--- config.mk ---
export PLATFORM = sky130hd
export DESIGN_NAME = pool2d_stream
export DESIGN_NICKNAME = d
export VERILOG_FILES = /design/src/rtl/pool2d_stream.sv
export SDC_FILE = /design/constraint.sdc
export NUM_CORES = 1
export LEC_CHECK = 0
export ABC_AREA = 1
export CAP_MARGIN = 10
export CORE_MARGIN = 2
export CORE_UTILIZATION = 31
export DETAILED_ROUTE_END_ITERATION = 16
export PLACE_DENSITY = 0.54
export SYNTH_ARGS = -nofsm -noshare
export SYNTH_HDL_FRONTEND = slang
export SYNTH_SLANG_ARGS = --single-unit
export TNS_END_PERCENT = 1
--- constraint.sdc ---
create_clock -name clk -period 5.4 [get_ports clk]
set_input_delay 0.81 -clock clk [delete_from_list [all_inputs] [get_ports clk]]
set_output_delay 0.81 -clock clk [all_outputs]
set_load 0.02 [all_outputs]
--- src/rtl/pool2d_stream.sv ---
// pool2d_stream: streaming 2x2 / stride-2 pooling stage (average or max).
// Accepts a raster-order pixel stream, keeps one half-row of horizontal
// pair results in a line buffer and emits one pooled beat per 2x2 window
// through a single registered output slot with valid/ready backpressure.
module pool2d_stream #(
  parameter int DATA_W   = 16,
  parameter int CHANNELS = 1,
  parameter int IMG_W    = 32,
  parameter int IMG_H    = 32
) (
  input  logic                       clk,
  input  logic                       reset_n,
  input  logic                       mode,
  input  logic                       in_valid,
  output logic                       in_ready,
  input  logic [CHANNELS*DATA_W-1:0] in_data,
  output logic                       out_valid,
  input  logic                       out_ready,
  output logic [CHANNELS*DATA_W-1:0] out_data,
  output logic                       out_last
);

  localparam int HALF_W = IMG_W / 2;
  localparam int COL_W  = $clog2(IMG_W);
  localparam int ROW_W  = $clog2(IMG_H);
  localparam int IDX_W  = (HALF_W > 1) ? $clog2(HALF_W) : 1;
  localparam int PAIR_W = DATA_W + 1;
  localparam int LANE_BITS = CHANNELS * DATA_W;
  localparam int PAIR_BITS = CHANNELS * PAIR_W;

  // Horizontal pair of one lane: sum (one guard bit) or zero-extended max.
  function automatic logic [PAIR_W-1:0] pair_combine(
    input logic              max_mode,
    input logic [DATA_W-1:0] a,
    input logic [DATA_W-1:0] b
  );
    logic [PAIR_W-1:0] r;
    if (max_mode) begin
      if (a > b) begin
        r = {1'b0, a};
      end else begin
        r = {1'b0, b};
      end
    end else begin
      r = {1'b0, a} + {1'b0, b};
    end
    return r;
  endfunction

  // Vertical combine of two pairs: floor(sum/4) in average mode, max otherwise.
  // In max mode the pairs are zero-extended, so their low DATA_W bits suffice.
  function automatic logic [DATA_W-1:0] window_combine(
    input logic              max_mode,
    input logic [PAIR_W-1:0] top,
    input logic [PAIR_W-1:0] bot
  );
    logic [PAIR_W:0]   sum;
    logic [DATA_W-1:0] r;
    sum = {1'b0, top} + {1'b0, bot};
    if (max_mode) begin
      if (top[DATA_W-1:0] > bot[DATA_W-1:0]) begin
        r = top[DATA_W-1:0];
      end else begin
        r = bot[DATA_W-1:0];
      end
    end else begin
      r = DATA_W'(sum >> 2);
    end
    return r;
  endfunction

  // Frame position, latched mode and the held even-column pixel.
  logic [COL_W-1:0]     col_q, col_d;
  logic [ROW_W-1:0]     row_q, row_d;
  logic                 mode_q, mode_d;
  logic [LANE_BITS-1:0] hold_q, hold_d;

  // Output slot.
  logic                 out_valid_q, out_valid_d;
  logic [LANE_BITS-1:0] out_data_q, out_data_d;
  logic                 out_last_q, out_last_d;

  // Half-row of top-row pair results; never read before written in a frame.
  logic [PAIR_BITS-1:0] lb_q [HALF_W];

  logic                 in_ready_s;
  logic                 accept_s;
  logic                 first_s;
  logic                 cur_mode_s;
  logic                 col_end_s;
  logic                 row_end_s;
  logic                 lb_we_s;
  logic                 load_s;
  logic [IDX_W-1:0]     lb_idx_s;
  logic [PAIR_BITS-1:0] lb_rd_s;
  logic [PAIR_BITS-1:0] pair_s;
  logic [LANE_BITS-1:0] result_s;

  // The output slot is the only stall point: accept input whenever it can drain.
  assign in_ready_s = !out_valid_q || out_ready;
  assign accept_s   = in_valid && in_ready_s;
  assign first_s    = (col_q == '0) && (row_q == '0);
  // The first beat of a frame already uses the mode it is latching.
  assign cur_mode_s = first_s ? mode : mode_q;
  assign col_end_s  = (col_q == COL_W'(IMG_W - 1));
  assign row_end_s  = (row_q == ROW_W'(IMG_H - 1));
  assign lb_idx_s   = IDX_W'(col_q >> 1);
  assign lb_rd_s    = lb_q[lb_idx_s];
  assign lb_we_s    = accept_s && col_q[0] && !row_q[0];
  assign load_s     = accept_s && col_q[0] && row_q[0];

  // Per-lane pair and window arithmetic for the beat currently offered.
  always_comb begin
    pair_s   = '0;
    result_s = '0;
    for (int c = 0; c < CHANNELS; c++) begin
      pair_s[c*PAIR_W +: PAIR_W] = pair_combine(cur_mode_s,
                                                hold_q[c*DATA_W +: DATA_W],
                                                in_data[c*DATA_W +: DATA_W]);
      result_s[c*DATA_W +: DATA_W] = window_combine(cur_mode_s,
                                                    lb_rd_s[c*PAIR_W +: PAIR_W],
                                                    pair_s[c*PAIR_W +: PAIR_W]);
    end
  end

  // Next-state for counters, frame mode and the even-column holding register.
  always_comb begin
    col_d  = col_q;
    row_d  = row_q;
    mode_d = mode_q;
    hold_d = hold_q;
    if (accept_s) begin
      if (first_s) begin
        mode_d = mode;
      end else begin
        mode_d = mode_q;
      end
      if (!col_q[0]) begin
        hold_d = in_data;
      end else begin
        hold_d = hold_q;
      end
      if (col_end_s) begin
        col_d = '0;
        if (row_end_s) begin
          row_d = '0;
        end else begin
          row_d = row_q + ROW_W'(1);
        end
      end else begin
        col_d = col_q + COL_W'(1);
        row_d = row_q;
      end
    end else begin
      col_d  = col_q;
      row_d  = row_q;
      mode_d = mode_q;
      hold_d = hold_q;
    end
  end

  // Next-state for the output slot: load wins, otherwise drain or hold.
  always_comb begin
    out_valid_d = out_valid_q;
    out_data_d  = out_data_q;
    out_last_d  = out_last_q;
    if (load_s) begin
      out_valid_d = 1'b1;
      out_data_d  = result_s;
      out_last_d  = row_end_s && col_end_s;
    end else if (out_ready) begin
      out_valid_d = 1'b0;
    end else begin
      out_valid_d = out_valid_q;
    end
  end

  // Control and output registers; reset discards any partial frame.
  always_ff @(posedge clk or negedge reset_n) begin
    if (!reset_n) begin
      col_q       <= '0;
      row_q       <= '0;
      mode_q      <= 1'b0;
      hold_q      <= '0;
      out_valid_q <= 1'b0;
      out_data_q  <= '0;
      out_last_q  <= 1'b0;
    end else begin
      col_q       <= col_d;
      row_q       <= row_d;
      mode_q      <= mode_d;
      hold_q      <= hold_d;
      out_valid_q <= out_valid_d;
      out_data_q  <= out_data_d;
      out_last_q  <= out_last_d;
    end
  end

  // Line buffer storage, written with the top-row pair on even rows.
  always_ff @(posedge clk) begin
    if (lb_we_s) begin
      lb_q[lb_idx_s] <= pair_s;
    end
  end

  assign in_ready  = in_ready_s;
  assign out_valid = out_valid_q;
  assign out_data  = out_data_q;
  assign out_last  = out_last_q;

endmodule
### Yosys cells after proc, flatten, opt, wreduce, memory -nomap -nowiden

Memories as Yosys holds them, arrays and structs flattened.
Index checks and enable logic that the tools add are counted.

* word-level logic and storage cells: 42
* output and inout port bits: 19
* flip-flop bits (word level): 45
* memories kept: 1
* memory bits (writable): 272

* multiplexer cells: 11
* bitwise gates (word level): 1
* reduce and logical (&&, ||, !) cells: 14
* add/subtract/negate cells: 4
* equality and inequality tests: 2
* magnitude comparators: 2

Memory list
* lb_q: depth 16, bits a word 17, read ports 1, clocked after memory_dff 0, write ports 1, line 84 `logic [PAIR_BITS-1:0] lb_q [HALF_W];`

Operators with widths (number)
* two-way mux 16 bit: 3
* greater-than comparator 16 bit: 2
* adder 17 x 17 -> 18 bit: 1
* adder 16 x 16 -> 17 bit: 1
* two-way mux 17 bit: 1
* adder 5 x 1 -> 5 bit, second input constant: 2
* == test 5 bit, second input constant: 2
* logical NOT 5 bit: 2
* two-way mux 5 bit: 2
* logical AND 1 bit: 6
* two-way mux 1 bit: 5
* AND reduction 2 bit: 2
* logical NOT 1 bit: 2
* nonzero test 2 bit: 1
* logical OR 1 bit: 1
* inverter 1 bit: 1

### Logic depth before layout (Yosys ltp)

Gate-level depths: netlist of run 1.

* word-level depth: 7
* mapped depth: 32
* mapped depth without buffers: 31

### Least setup slack after synthesis of run 1

Ideal clock, no wire load.

* path kind: input port to flip-flop
* start point: input port in_data[0]
* end point: register out_data_q[2], in the netlist out_data[2]
* path slack: 0.754 ns
* stages on the path: 19
* buffers on the path: 2
* arrival time: 4.521 ns
* setup time: 0.125 ns
* cell sequence: ha_1 > inv_1 > fa_1 > o21ai_0 > xor2_1 > o21ai_0 > inv_1 > ha_1 > clkbuf_1 > nand3_1 > o211ai_1 > nand2_1 > nand2_1 > nand2_1 > inv_1 > clkbuf_1 > nor2_1 > o221ai_1 > nand2_1

* longest elaborated chain between the ends: 6

RTL lines
* start: declaration: line 16 `input logic [CHANNELS*DATA_W-1:0] in_data,`
* greater-than comparator 16 bit: line 39 `if (a > b) begin`
* two-way mux 16 bit: line 39
* two-way mux 17 bit *: line 38 `if (max_mode) begin`
* net pair_s[4]: line 96 `logic [PAIR_BITS-1:0] pair_s;`
* greater-than comparator 16 bit: line 61 `if (top[DATA_W-1:0] > bot[DATA_W-1:0]) begin`
* two-way mux 16 bit: line 61
* two-way mux 16 bit *: line 60 `if (max_mode) begin`
* end signal: assignment: line 194 `out_data_q <= out_data_d;`
* end: declaration: line 80 `logic [LANE_BITS-1:0] out_data_q, out_data_d;`

Mark *: on every way through the listed nets, which the timed path passes. The rest lies on a longest branch.
A chain may end at the register's enable or synchronous reset.

### Worst setup path after layout of run 1

* start point: input port in_data[14]
* end point: register out_data_q[13], in the netlist out_data[13]

* longest elaborated chain between the ends: 6

RTL lines (line)
* greater-than comparator 16 bit *: 39
* two-way mux 16 bit *: 39
* two-way mux 17 bit *: 38
* net pair_s[1]: 96
* greater-than comparator 16 bit: 61
* two-way mux 16 bit: 61
* two-way mux 16 bit *: 60

Marks and branches as above.

==> results of run 1 <==
-- cells by family after synthesis --
kind of cell,share of synthesized area [%]
buf+inv,5.08
flops,61.7
simple gates,11.5
compound gates,15.4
fa+ha+maj,6.03
xor+xnor,0.291
mux,0.0747
-- stage by stage --
stage | instance area (sq um) | instances | hold WS (ns) | utilization (%)
5_1_grt | 17600 | 2065 | 0.442 | 36.8
2_1_floorplan | 15100 | 1345 | 0.453 | -
3_3_place_gp | 16500 | 2005 | 0.469 | 34.6
6_report | 17600 | 2065 | 0.393 | 36.8
4_1_cts | 17600 | 2065 | 0.408 | 36.8
3_5_place_dp | 16500 | 2005 | 0.484 | 34.6
-- Yosys cell counts (all sizes together), types with 4 or more instances --
master  number  share of area, %
or2         12              0.51
nor2        75               1.9
dfrtp       45               7.5
o22ai        4              0.17
o211ai      12              0.60
nand4        6              0.29
xor2         5              0.29
nand2      212               5.5
clkbuf      25              0.63
a22oi      129               6.4
or4         14              0.70
a21oi      115               3.8
a31oi        8              0.33
nor3        23              0.83
a21boi       9              0.45
o21ai       67               2.3
o21a         4              0.20
nand3       47               1.6
buf         31               1.1
ha          71               5.9
edfxtp     272                54
inv        131               3.3
-- state kept, by name, summed over array words and instances, names as in the netlist --
name	count
lb_q	272
hold_q	16
out_last	1
mode_q	1
out_valid	1
row_q	5
col_q	5
out_data	16
-- placed cells by master, fill, tap and decap left out, drive strengths merged, types with 12 or more instances in the layout --
| cell | count |
|---|---|
| o21ai | 67 |
| nor3 | 23 |
| buf | 63 |
| edfxtp | 272 |
| ha | 71 |
| a21oi | 115 |
| clkinv | 13 |
| nand2 | 212 |
| inv | 132 |
| or4 | 14 |
| a22oi | 129 |
| dfrtp | 45 |
| clkdlybuf4s50 | 38 |
| nor2 | 75 |
| clkbuf | 45 |
| nand3 | 47 |
| o211ai | 12 |
| or2 | 12 |
-- critical path, cell delays in order --
cell,delay [ns]
clkdlybuf4s50_1,0.54
inv_1,0.08
ha_1,0.36
nand2_1,0.13
o21ai_0,0.10
a21oi_1,0.32
nand2_2,0.13
nand2_2,0.09
buf_4,0.23
a21oi_1,0.09
o21ai_0,0.09
o21a_1,0.20
inv_1,0.06
ha_1,0.35
inv_1,0.10
o21bai_1,0.07
a221oi_1,0.31
o211ai_1,0.18
nand2_1,0.08
nand2_1,0.04
nand2_1,0.10
inv_1,0.06
buf_4,0.16
o21ai_0,0.16
a21oi_1,0.08
a21boi_1,0.21
-- metal layers --
layer,vias up,track usage (%),routed length (um)
li1,5036,-,-
met1,5229,24.5,19600
met2,277,26.7,19400
met3,57,2.42,2220
met4,0,3.93,917
met5,-,0,0
-- area by class of cell --
| type | count | area, sq um |
|---|---|---|
| Multi-Input combinational cell | 839 | 5090 |
| Sequential cell | 317 | 9290 |
| Fill cell | 4704 | 30200 |
| Timing Repair Buffer | 101 | 888 |
| Clock buffer | 45 | 945 |
| Clock inverter | 15 | 125 |
| Tap cell | 615 | 769 |
| Inverter | 133 | 499 |
-- final timing paths --
path | from | to | slack, ns | cells after the start
max in group asynchronous | reset_n | col_q[0] | 4.55 | 2
min in group clk | out_last | out_last | 0.49 | 2
worst min-delay path | reset_n | hold_q[12] | 0.39 | 2
worst min register to register | out_last | out_last | 0.49 | 2
worst max-delay path | in_data[14] | out_data[13] | 0.69 | 26
worst max register to register | col_q[2] | out_data[13] | 1.08 | 17
==> run_results.csv, run 1 <==
group,metric,value,unit
cts,clockBufferDepth,3,
cts,cts_tree,"built",
route,num_vias,10600,
synth,synthesis.nets,1438,
placed_design,routabilityCongestion,0.905,
worst_hold_path,hp-class,"in -> async",
final_layout,area_growth,16.9,%
timing,min_period_over_period,87.2,%
cts,clockRootBuffer,"clkbuf_16",
final_layout,nets,1521,
die,die_w,225,um
synth,synth-seq-cells,317,
timing,fin_crit,4.71,ns
die,die_area,50400,sq um
placed_design,port_buffers,39,
route,drc,0,
synth,syn_avg_cell_area,11.2,sq um
timing,drv_slew,0,
route,ant_nets,0,
synth,synthCells,1345,
global_routing,grt_max_degree,48,
timing,rsz0062_at_grt,"no",
worst_setup_path,cp-start-kind,"primary input",
cts,cts_setup_buffers,0,
die,start_util,31.5,%
final_layout,drive_gt1_share,11.6,%
timing,fin_skew,0.0115,ns
worst_setup_path,cp_max_fo,18,
route,wl,42200,um
synth,synth_edf_count,272,
cts,cts_resized,0,
synth,synth_cell_types,53,
route,post_drt_wl_per_cell,20.4,um
job,cap_viol_max_count,0,
timing,setup_slack,0.693,ns
die,num_rows,80,
die,pin_count,40,
global_routing,grt_pass1_wl,64600,um
synth,ys_warn_count,0,
route,routed_via_density,5.13,
synth,synth_area,15100,sq um
cts,cts_num_sinks,317,
placed_design,dp_slack,0.165,ns
timing,hold_viol_final,0,
cts,cts.clk_slew.worst_paths,0.05,ns
cts,hold_buffers,0,
synth,yosysSeqAreaShare,61.7,%
worst_setup_path,critical_path_arrival,5.15,ns
timing,setup_viol,0,
global_routing,grt_pass1_vias,10500,
cts,cts_buffers,36,
die,core-area,47800,sq um
timing,fmax,0.212,GHz
placed_design,dp_hpwl,27800,um
synth,async_reset_ff_share,14.2,%
timing,slew_headroom,33.9,%
cts,cts_max_level,2,
timing,worst_slew_pin_slew,0.988,ns
timing,setup_tns,0,ns
die,die_h,225,um
global_routing,grtUsageTotal,16.9,%
cts,worstSkewPairLatency,0.53,ns
worst_setup_path,endpoint_kind,"flop",
global_routing,gr-total-overflow,0,
outcome,status,"finished, final reports clean",
route,drtIter0Drc,695,
worst_setup_path,critPathKind,"in -> reg",
final_layout,diodes,0,
route,drtPass1Iterations,7,
synth,synth_ff_type,"edfxtp_1",
global_routing,antenna_found_initial,0,
worst_setup_path,required,5.84,ns
Power of run 1 is not shown: default switching activity piles up to over one toggle a cycle in this logic, so the estimate is an artifact.
==> run 2, diff against run 1 <==
--- a/config.mk
+++ b/config.mk
@@ -7,9 +7,10 @@
 export LEC_CHECK = 0
 export ABC_AREA = 1
 export CAP_MARGIN = 10
-export CORE_MARGIN = 2
+export CORE_MARGIN = 4
 export CORE_UTILIZATION = 31
 export DETAILED_ROUTE_END_ITERATION = 16
+export GPL_TIMING_DRIVEN = 1
 export PLACE_DENSITY = 0.54
 export SYNTH_ARGS = -nofsm -noshare
 export SYNTH_HDL_FRONTEND = slang
==> run_results.csv, run 2 (synthesis results as in run 1) <==
group,metric,value,unit
outcome,status,"finished, final reports clean",
route,drtIter0Drc,737,
final_layout,final_cell_mix,"edfxtp_1, nand2_1, a22oi_1",
die,start_util,31.4,%
placed_design,routabilityCongestion,0.903,
cts,clockBufferDepth,3,
final_layout,area_growth,17.3,%
cts,cts_max_level,2,
timing,setup_tns,0,ns
timing,slew_headroom,29.6,%
global_routing,grt_pass1_vias,10600,
final_layout,nets,1523,
final_layout,final_common_cell,"edfxtp_1",
worst_setup_path,endpoint_kind,"flop",
global_routing,antenna_found_initial,0,
timing,worst_slew_pin_slew,1.05,ns
route,post_drt_wl_per_cell,20.6,um
die,die_w,229,um
final_layout,largest_reg_flops,272,
worst_hold_path,hp-class,"in -> async",
die,die_area,52200,sq um
worst_setup_path,critical_path_arrival,5.05,ns
die,core-area,47900,sq um
worst_setup_path,cp-start-kind,"primary input",
global_routing,grt_max_degree,67,
timing,fin_skew,0.0236,ns
cts,worstSkewPairLatency,0.54,ns
timing,drv_slew,0,
placed_design,port_buffers,39,
global_routing,gr-total-overflow,0,
worst_setup_path,required,5.86,ns
cts,clockRootBuffer,"clkbuf_16",
final_layout,stdcell_area,17700,sq um
cts,cts_num_sinks,317,
die,num_rows,80,
global_routing,grt_pass1_wl,65100,um
timing,fmax,0.218,GHz
final_layout,diodes,0,
worst_setup_path,reg2reg_depth,18,
worst_setup_path,cp_max_fo,17,
route,drtPass1Iterations,5,
final_layout,drive_gt1_share,11.7,%
global_routing,grtUsageTotal,16.1,%
route,num_vias,10600,
die,pin_count,40,
timing,min_period_over_period,85.1,%
timing,setup_viol,0,
job,cap_viol_max_count,0,
cts,cts.clk_slew.worst_paths,0.07,ns
placed_design,dp_hpwl,27800,um
timing,hold_viol_final,0,
timing,fin_crit,4.60,ns
timing,rsz0062_at_grt,"no",
final_layout,largest-register,"lb_q",
route,ant_nets,0,
cts,cts_setup_buffers,0,
route,drc,0,
cts,cts_resized,0,
cts,cts_tree,"built",
route,routed_via_density,5.10,
placed_design,placed_cell_area,16600,sq um
cts,cts_buffers,35,
cts,hold_buffers,0,
route,wl,42700,um
die,die_h,229,um
worst_setup_path,critPathKind,"in -> reg",
-- run 2: per-layer routing --
| layer | GRT usage, % | vias to the layer above | part of all wire, % |
|---|---|---|---|
| met2 | 26.0 | 240 | 46 |
| li1 | - | 5041 | - |
| met3 | 2.64 | 55 | 5.1 |
| met5 | 0 | - | 0 |
| met1 | 22.9 | 5223 | 47 |
| met4 | 3.31 | 0 | 1.6 |
-- run 2: final timing paths --
path,slack (ns),start,to
setup / recovery,0.80,in_data[0],out_data[11]
hold / removal,0.37,reset_n,hold_q[1]
setup reg to reg,1.10,col_q[1],out_data[11]
hold reg to reg,0.48,mode_q,mode_q
max in group asynchronous,4.57,reset_n,out_last
min in group clk,0.48,mode_q,mode_q
-- run 2: critical path, stage by stage --
cell	delay, ns
clkdlybuf4s50_1	0.48
ha_1	0.17
inv_1	0.05
fa_1	0.43
o21ai_0	0.25
a21oi_1	0.10
o21ai_0	0.23
nand2_1	0.11
nand2_1	0.07
a21oi_1	0.07
or2_2	0.27
nand3_1	0.06
and2_1	0.21
inv_1	0.10
ha_1	0.35
nor4_1	0.36
nand3_1	0.12
nand2_1	0.13
inv_1	0.08
buf_12	0.15
o21ai_0	0.19
a21oi_1	0.09
a21boi_1	0.17
-- run 2: cell type report --
class,count,area [sq um]
Tap cell,615,769
Inverter,133,499
Clock buffer,47,931
Sequential cell,317,9290
Timing Repair Buffer,104,936
Clock inverter,14,159
Fill cell,4681,30300
Multi-Input combinational cell,839,5100
-- run 2: stage by stage --
| stage | hold WS (ns) | utilization, % | cells | setup WS, ns |
|---|---|---|---|---|
| 6_report | 0.371 | 36.9 | 2069 | 0.805 |
| 5_1_grt | 0.428 | 36.9 | 2069 | 0.345 |
| 4_1_cts | 0.378 | 36.9 | 2069 | 0.774 |
| 3_5_place_dp | 0.474 | 34.6 | 2008 | 0.209 |
| 3_3_place_gp | 0.471 | 34.6 | 2008 | 0.290 |
| 2_1_floorplan | 0.453 | - | 1345 | 0.754 |
Power of run 2 is left out for the same reason.
